File: config.mk
export PLATFORM = sky130hd
export DESIGN_NAME = blink_meter
export DESIGN_NICKNAME = d
export VERILOG_FILES = /design/src/rtl/blink_meter.sv
export SDC_FILE = /design/constraint.sdc
export NUM_CORES = 1
export LEC_CHECK = 0
export ABC_CLOCK_PERIOD_IN_PS = 12200
export CELL_PAD_IN_SITES_DETAIL_PLACEMENT = 1
export CELL_PAD_IN_SITES_GLOBAL_PLACEMENT = 1
export CORE_MARGIN = 4
export CORE_UTILIZATION = 46
export CTS_CLUSTER_DIAMETER = 60
export DETAILED_ROUTE_END_ITERATION = 12
export HOLD_SLACK_MARGIN = 0.12
export PLACE_DENSITY_LB_ADDON = 0.1
export SLEW_MARGIN = 10
export SYNTH_ARGS = -nofsm -noshare
export SYNTH_HDL_FRONTEND = slang
export SYNTH_SLANG_ARGS = --single-unit
File: constraint.sdc
create_clock -name CLOCK_50 -period 12.2 [get_ports CLOCK_50]
set_clock_uncertainty 0.05 [all_clocks]
set_input_delay 2.44 -clock CLOCK_50 [delete_from_list [all_inputs] [get_ports CLOCK_50]]
set_output_delay 2.44 -clock CLOCK_50 [all_outputs]
set_load 0.005 [all_outputs]
File: src/rtl/blink_meter.sv
// ---------------------------------------------------------------------------
// blink_meter
//   Measures the half-period of a slow asynchronous square wave (e.g. a
//   blinking LED) in CLOCK_50 cycles, flags whether it lies within TOL of
//   EXPECT, and declares the input stuck after TIMEOUT cycles without an edge.
//
// Ports
//   CLOCK_50     in   1      system clock, rising edge
//   reset        in   1      synchronous, active-high reset
//   sig_in       in   1      monitored square wave, asynchronous
//   half_period  out  CNT_W  last measured interval between accepted edges
//   period_valid out  1      one-cycle pulse when half_period/in_range update
//   in_range     out  1      |half_period - EXPECT| <= TOL
//   timeout      out  1      high while the input is considered stuck
//   edge_count   out  16     accepted edges since reset (wraps)
//
// Configuration
//   BLINK_METER_GLITCH_FILTER_EN : when defined, the synchronized level must
//   differ from the filtered level for FILT consecutive cycles before the
//   filtered level follows it. Shorter pulses are dropped.
// ---------------------------------------------------------------------------
module blink_meter #(
    parameter int CNT_W   = 26,
    parameter int EXPECT  = 501,
    parameter int TOL     = 2,
    parameter int TIMEOUT = 1000,
    parameter int FILT    = 4
) (
    input  logic             CLOCK_50,
    input  logic             reset,
    input  logic             sig_in,
    output logic [CNT_W-1:0] half_period,
    output logic             period_valid,
    output logic             in_range,
    output logic             timeout,
    output logic [15:0]      edge_count
);

    typedef enum logic [1:0] {
        IDLE    = 2'd0,
        MEASURE = 2'd1,
        STUCK   = 2'd2
    } state_t;

    state_t           state_r;
    logic             sync1_r;
    logic             sync2_r;
    logic             lvl_s;
    logic             lvl_d_r;
    logic             edge_s;
    logic [CNT_W-1:0] cnt_r;
    logic [CNT_W:0]   cnt_inc_s;
    logic [CNT_W-1:0] meas_s;
    logic [CNT_W:0]   meas_w_s;
    logic [CNT_W:0]   diff_s;
    logic             in_range_s;
    logic             timeout_hit_s;

    // Two-flop synchronizer for the asynchronous input.
    always_ff @(posedge CLOCK_50) begin
        if (reset) begin
            sync1_r <= 1'b0;
            sync2_r <= 1'b0;
        end else begin
            sync1_r <= sig_in;
            sync2_r <= sync1_r;
        end
    end

`ifdef BLINK_METER_GLITCH_FILTER_EN
    localparam int FW = (FILT < 2) ? 1 : $clog2(FILT);

    logic          filt_r;
    logic [FW-1:0] stab_r;

    // Glitch filter: follow the synchronized level only after it has
    // disagreed with the filtered level for FILT consecutive cycles.
    always_ff @(posedge CLOCK_50) begin
        if (reset) begin
            filt_r <= 1'b0;
            stab_r <= {FW{1'b0}};
        end else if (sync2_r != filt_r) begin
            if (stab_r == FW'(FILT - 1)) begin
                filt_r <= sync2_r;
                stab_r <= {FW{1'b0}};
            end else begin
                stab_r <= stab_r + FW'(1);
            end
        end else begin
            stab_r <= {FW{1'b0}};
        end
    end

    assign lvl_s = filt_r;
`else
    assign lvl_s = sync2_r;
`endif

    // Delayed copy of the detection level for edge detection.
    always_ff @(posedge CLOCK_50) begin
        if (reset) begin
            lvl_d_r <= 1'b0;
        end else begin
            lvl_d_r <= lvl_s;
        end
    end

    assign edge_s = (lvl_s != lvl_d_r);

    // Interval arithmetic: saturating count+1, and the range check done one
    // bit wider than the counter so neither subtraction can wrap.
    always_comb begin
        cnt_inc_s = {1'b0, cnt_r} + {{CNT_W{1'b0}}, 1'b1};
        if (cnt_inc_s[CNT_W]) begin
            meas_s = {CNT_W{1'b1}};
        end else begin
            meas_s = cnt_inc_s[CNT_W-1:0];
        end
        meas_w_s = {1'b0, meas_s};
        if (meas_w_s >= (CNT_W+1)'(EXPECT)) begin
            diff_s = meas_w_s - (CNT_W+1)'(EXPECT);
        end else begin
            diff_s = (CNT_W+1)'(EXPECT) - meas_w_s;
        end
        in_range_s    = (diff_s <= (CNT_W+1)'(TOL));
        timeout_hit_s = (cnt_inc_s == (CNT_W+1)'(TIMEOUT));
    end

    // Measurement state machine with registered outputs.
    always_ff @(posedge CLOCK_50) begin
        if (reset) begin
            state_r      <= IDLE;
            cnt_r        <= {CNT_W{1'b0}};
            half_period  <= {CNT_W{1'b0}};
            period_valid <= 1'b0;
            in_range     <= 1'b0;
            timeout      <= 1'b0;
            edge_count   <= 16'd0;
        end else begin
            period_valid <= 1'b0;
            if (edge_s) begin
                edge_count <= edge_count + 16'd1;
            end
            case (state_r)
                IDLE: begin
                    cnt_r <= {CNT_W{1'b0}};
                    if (edge_s) begin
                        state_r <= MEASURE;
                    end
                end
                MEASURE: begin
                    // An edge on the threshold cycle still counts as a
                    // measurement, so it is tested first.
                    if (edge_s) begin
                        half_period  <= meas_s;
                        in_range     <= in_range_s;
                        period_valid <= 1'b1;
                        cnt_r        <= {CNT_W{1'b0}};
                    end else if (timeout_hit_s) begin
                        state_r <= STUCK;
                        timeout <= 1'b1;
                    end else begin
                        cnt_r <= meas_s;
                    end
                end
                STUCK: begin
                    // The interval spanning the stall is not reported.
                    if (edge_s) begin
                        state_r <= MEASURE;
                        cnt_r   <= {CNT_W{1'b0}};
                        timeout <= 1'b0;
                    end
                end
                default: begin
                    state_r <= IDLE;
                    cnt_r   <= {CNT_W{1'b0}};
                    timeout <= 1'b0;
                end
            endcase
        end
    end

endmodule

==> results.json <==
{
  "regArea_mm2": 0.00152,
  "overflow": 0,
  "syn_area_mm2": 0.00489,
  "clockBufferDepth": 2,
  "timing_hold_violations_final": 0,
  "antenna_left": 0,
  "fin_crit_ns": 5.60,
  "period_share_pct": 45.9,
  "first_iter_violations": 373,
  "firstDrtPassIters": 8,
  "maxSlewHeadroom_pct": 30.9,
  "grt_use_total_pct": 27.4,
  "fmax_ghz": 0.179,
  "cpPeakStageDelay_ns": 0.69,
  "post_drt_via_cell_ratio": 6.19,
  "cts_resized": 0,
  "nets": 676,
  "layout_setup_ws_ns": 6.60,
  "fillerInstances": 1291,
  "worstMarginPinSlew_ns": 1.03,
  "numCtsBuffers": 9,
  "p_int_uw": 383,
  "cp_slowest_cell": "or3_1",
  "holdBufCountCts": 0,
  "synth_edf_count": 0,
  "swShare_pct": 24.7,
  "drt-wirelength-per-cell_um": 21.0,
  "maxSlewViolCount": 0,
  "post-cts-setup-buffer-count": 0,
  "seq_area_frac_synth_pct": 31.1,
  "hpwl_mm": 12.5,
  "required_ns": 12.46,
  "root_buffer": "clkbuf_8",
  "clk_pin_slew_worst_paths_ns": 0.09,
  "ys_async_sr_fraction_pct": 0,
  "n_antenna_cell": 0,
  "arrival_ns": 5.85,
  "holdCritPathClass": "reg -> reg",
  "rsz0062_at_grt": "no",
  "path_cells": "ha_1 > and3_1 > nand2_1 > or3_1 > nand2_1 > ha_1 > or3b_1 > a2111oi_0 > nor4bb_1 > or3b_1 > nor2_1 > a2111oi_0 > nand4_1 > o21ai_1",
  "layout-drive-gt1-share_pct": 5.98,
  "routabilityCongestion": 0.935,
  "tritoncts": "done",
  "start_kind": "flop",
  "cts.sinks": 76,
  "synthFlopType": "dfxtp_1",
  "ys_types": 63,
  "vdd_ir_drop_max_uv": 51.9,
  "start_util_pct": 47.4,
  "powerDensity_mw_per_mm2": 90.3,
  "maxCapViolations": 0,
  "num_rows": 37,
  "die-area_mm2": 0.0123,
  "htreeDepth": 3,
  "die_h_um": 111,
  "status": "completed",
  "via_count": 4985,
  "grt_pass1_vias": 5038,
  "wirelength_mm": 16.9,
  "p_clk_share_pct": 46.1,
  "seqPwrFrac_pct": 49.8,
  "drc": 0,
  "multi_input_area_mm2": 0.00312,
  "final-setup-viol-count": 0,
  "switchingPower_uw": 126,
  "post-place-ws_ns": 6.83,
  "worstSetupEndpointType": "flop",
  "io_buffers": 47,
  "antenna_found_initial": 0,
  "clk_latency_ns": 0.37,
  "syn2layout_area_growth_pct": 15.1,
  "power_leakage_nw": 2.04,
  "comb_power_share_pct": 4.1,
  "synth_area_per_cell_um2": 7.60,
  "ys_ff_latch": 76,
  "worstSetupPathType": "reg -> reg",
  "yosys_warnings": 0,
  "grt_pass1_wl_mm": 27.4,
  "grt_max_degree": 53,
  "io_pins": 48,
  "chipWidth_um": 111,
  "synth_cells": 644,
  "path_max_fanout": 19,
  "syn_nets": 656,
  "tns_ns": 0,
  "coreArea_mm2": 0.0103
}
-- layout by cell type, fill, tap and decap left out, drive strengths merged, types with 6 or more instances in the layout --
| cell | count |
|---|---|
| nor4 | 10 |
| a21oi | 32 |
| or3 | 14 |
| nor2 | 90 |
| ha | 9 |
| a211oi | 13 |
| o21ai | 32 |
| nor2b | 8 |
| and2 | 7 |
| o22ai | 6 |
| nand3 | 26 |
| nand2 | 60 |
| xor2 | 28 |
| clkdlybuf4s50 | 46 |
| nor3 | 30 |
| a311oi | 6 |
| clkbuf | 10 |
| dfxtp | 76 |
| and3 | 8 |
| inv | 16 |
| a22o | 8 |
| nand4 | 15 |
| xnor2 | 24 |
| nand2b | 6 |
| buf | 10 |
-- kinds of logic (layout without fill, tap and decap cells) --
group,count (synthesis),in the layout,synth area share [%]
AND/OR/NAND/NOR,302,302,31.9
multiplexers,6,6,1.25
XOR/XNOR,52,52,9.31
buffers and inverters,62,87,5.35
AO/OA/AOI/OAI,137,137,18.8
flip-flops,76,76,31.1
adder cells (fa/ha/maj),9,9,2.30
-- flip-flops by register name, summed over array words and instances, names as in the netlist --
| name | cells |
|---|---|
| lvl_s | 1 |
| state_r | 2 |
| edge_count | 16 |
| timeout | 1 |
| sync1_r | 1 |
| period_valid | 1 |
| lvl_d_r | 1 |
| cnt_r | 26 |
| half_period | 26 |
| in_range | 1 |
-- metal layers --
metal / part of all wire [%] / up-vias / global-route usage (%) / routed length (um)
met3: 6.2 / 30 / 5.46 / 1050
met2: 49 / 167 / 46.7 / 8230
met1: 43 / 2446 / 35.1 / 7260
met4: 2.1 / 0 / 7.79 / 356
met5: 0 / - / 0 / 0
li1: - / 2342 / - / -
-- worst paths after layout --
check / from / end / slack, ns / depth (start not counted)
max: cnt_r[0] / in_range / 6.60 / 14
min: sync1_r / lvl_s / 0.40 / 1
max reg2reg: cnt_r[0] / in_range / 6.60 / 14
min reg2reg: sync1_r / lvl_s / 0.40 / 1
-- per-stage QoR --
step | hold slack (ns) | area (um2) | utilization, % | total power [mW] | cells
floorplan | 0.364 | 4890 | - | 0.271 | 644
global placement | 0.376 | 5400 | 52.3 | 0.279 | 789
detailed placement | 0.388 | 5400 | 52.3 | 0.280 | 789
CTS | 0.409 | 5630 | 54.6 | 0.513 | 805
global route | 0.420 | 5630 | 54.6 | 0.528 | 805
finish | 0.404 | 5630 | 54.6 | 0.509 | 805
-- Yosys cell counts, drive strengths merged (3+ instances only) --
cell type / number / share of area [%]
nand2b: 6 / 0.77
nor2b: 8 / 1.0
or2: 3 / 0.38
and3: 8 / 1.0
o22ai: 6 / 0.77
a21o: 4 / 0.61
nand3: 26 / 2.7
and4: 5 / 0.90
o32ai: 3 / 0.54
o31ai: 5 / 0.77
nand2: 60 / 4.6
a22oi: 3 / 0.46
nand4: 15 / 2.7
xor2: 28 / 5.0
buf: 24 / 2.4
a311oi: 6 / 1.1
dfxtp: 76 / 31
a2111oi: 4 / 1.2
mux2i: 5 / 1.0
a22o: 8 / 1.4
nor3: 30 / 3.4
ha: 9 / 2.3
or3b: 3 / 0.54
clkbuf: 23 / 1.8
nor3b: 3 / 0.46
xnor2: 24 / 4.3
a211oi: 13 / 2.0
a31oi: 5 / 0.64
inv: 15 / 1.2
a21oi: 32 / 3.3
or3: 14 / 1.8
and2: 7 / 0.90
o21ai: 32 / 3.3
nor2: 90 / 6.9
nor4: 10 / 1.3
o211ai: 3 / 0.46
nand3b: 3 / 0.46
nand4b: 4 / 0.72
-- power by group through the flow --
stage	sequential [mW]	combinational (mW)	clock, mW
global route	0.254	0.0232	0.251
floorplan	0.259	0.0119	0
detailed placement	0.259	0.0207	0
global placement	0.259	0.0202	0
finish	0.253	0.0209	0.234
CTS	0.254	0.0210	0.238
-- final cells by class --
class | count | area share [%]
tap | 136 | 3.02
clock buffer | 10 | 2.44
inverter | 15 | 1.00
sequential | 76 | 27.0
timing repair buffer | 56 | 9.46
multi-input combinational | 506 | 55.4
clock inverter | 6 | 1.71
-- critical path, delay by kind of cell, from the launching register on --
| kind | cells | cell delay [ns] |
|---|---|---|
| adder cells (fa/ha/maj) | 2 | 0.54 |
| flip-flops | 1 | 0.57 |
| AND/OR/NAND/NOR | 9 | 3.22 |
| AO/OA/AOI/OAI | 3 | 1.14 |
(Power assumes the default switching activity.)
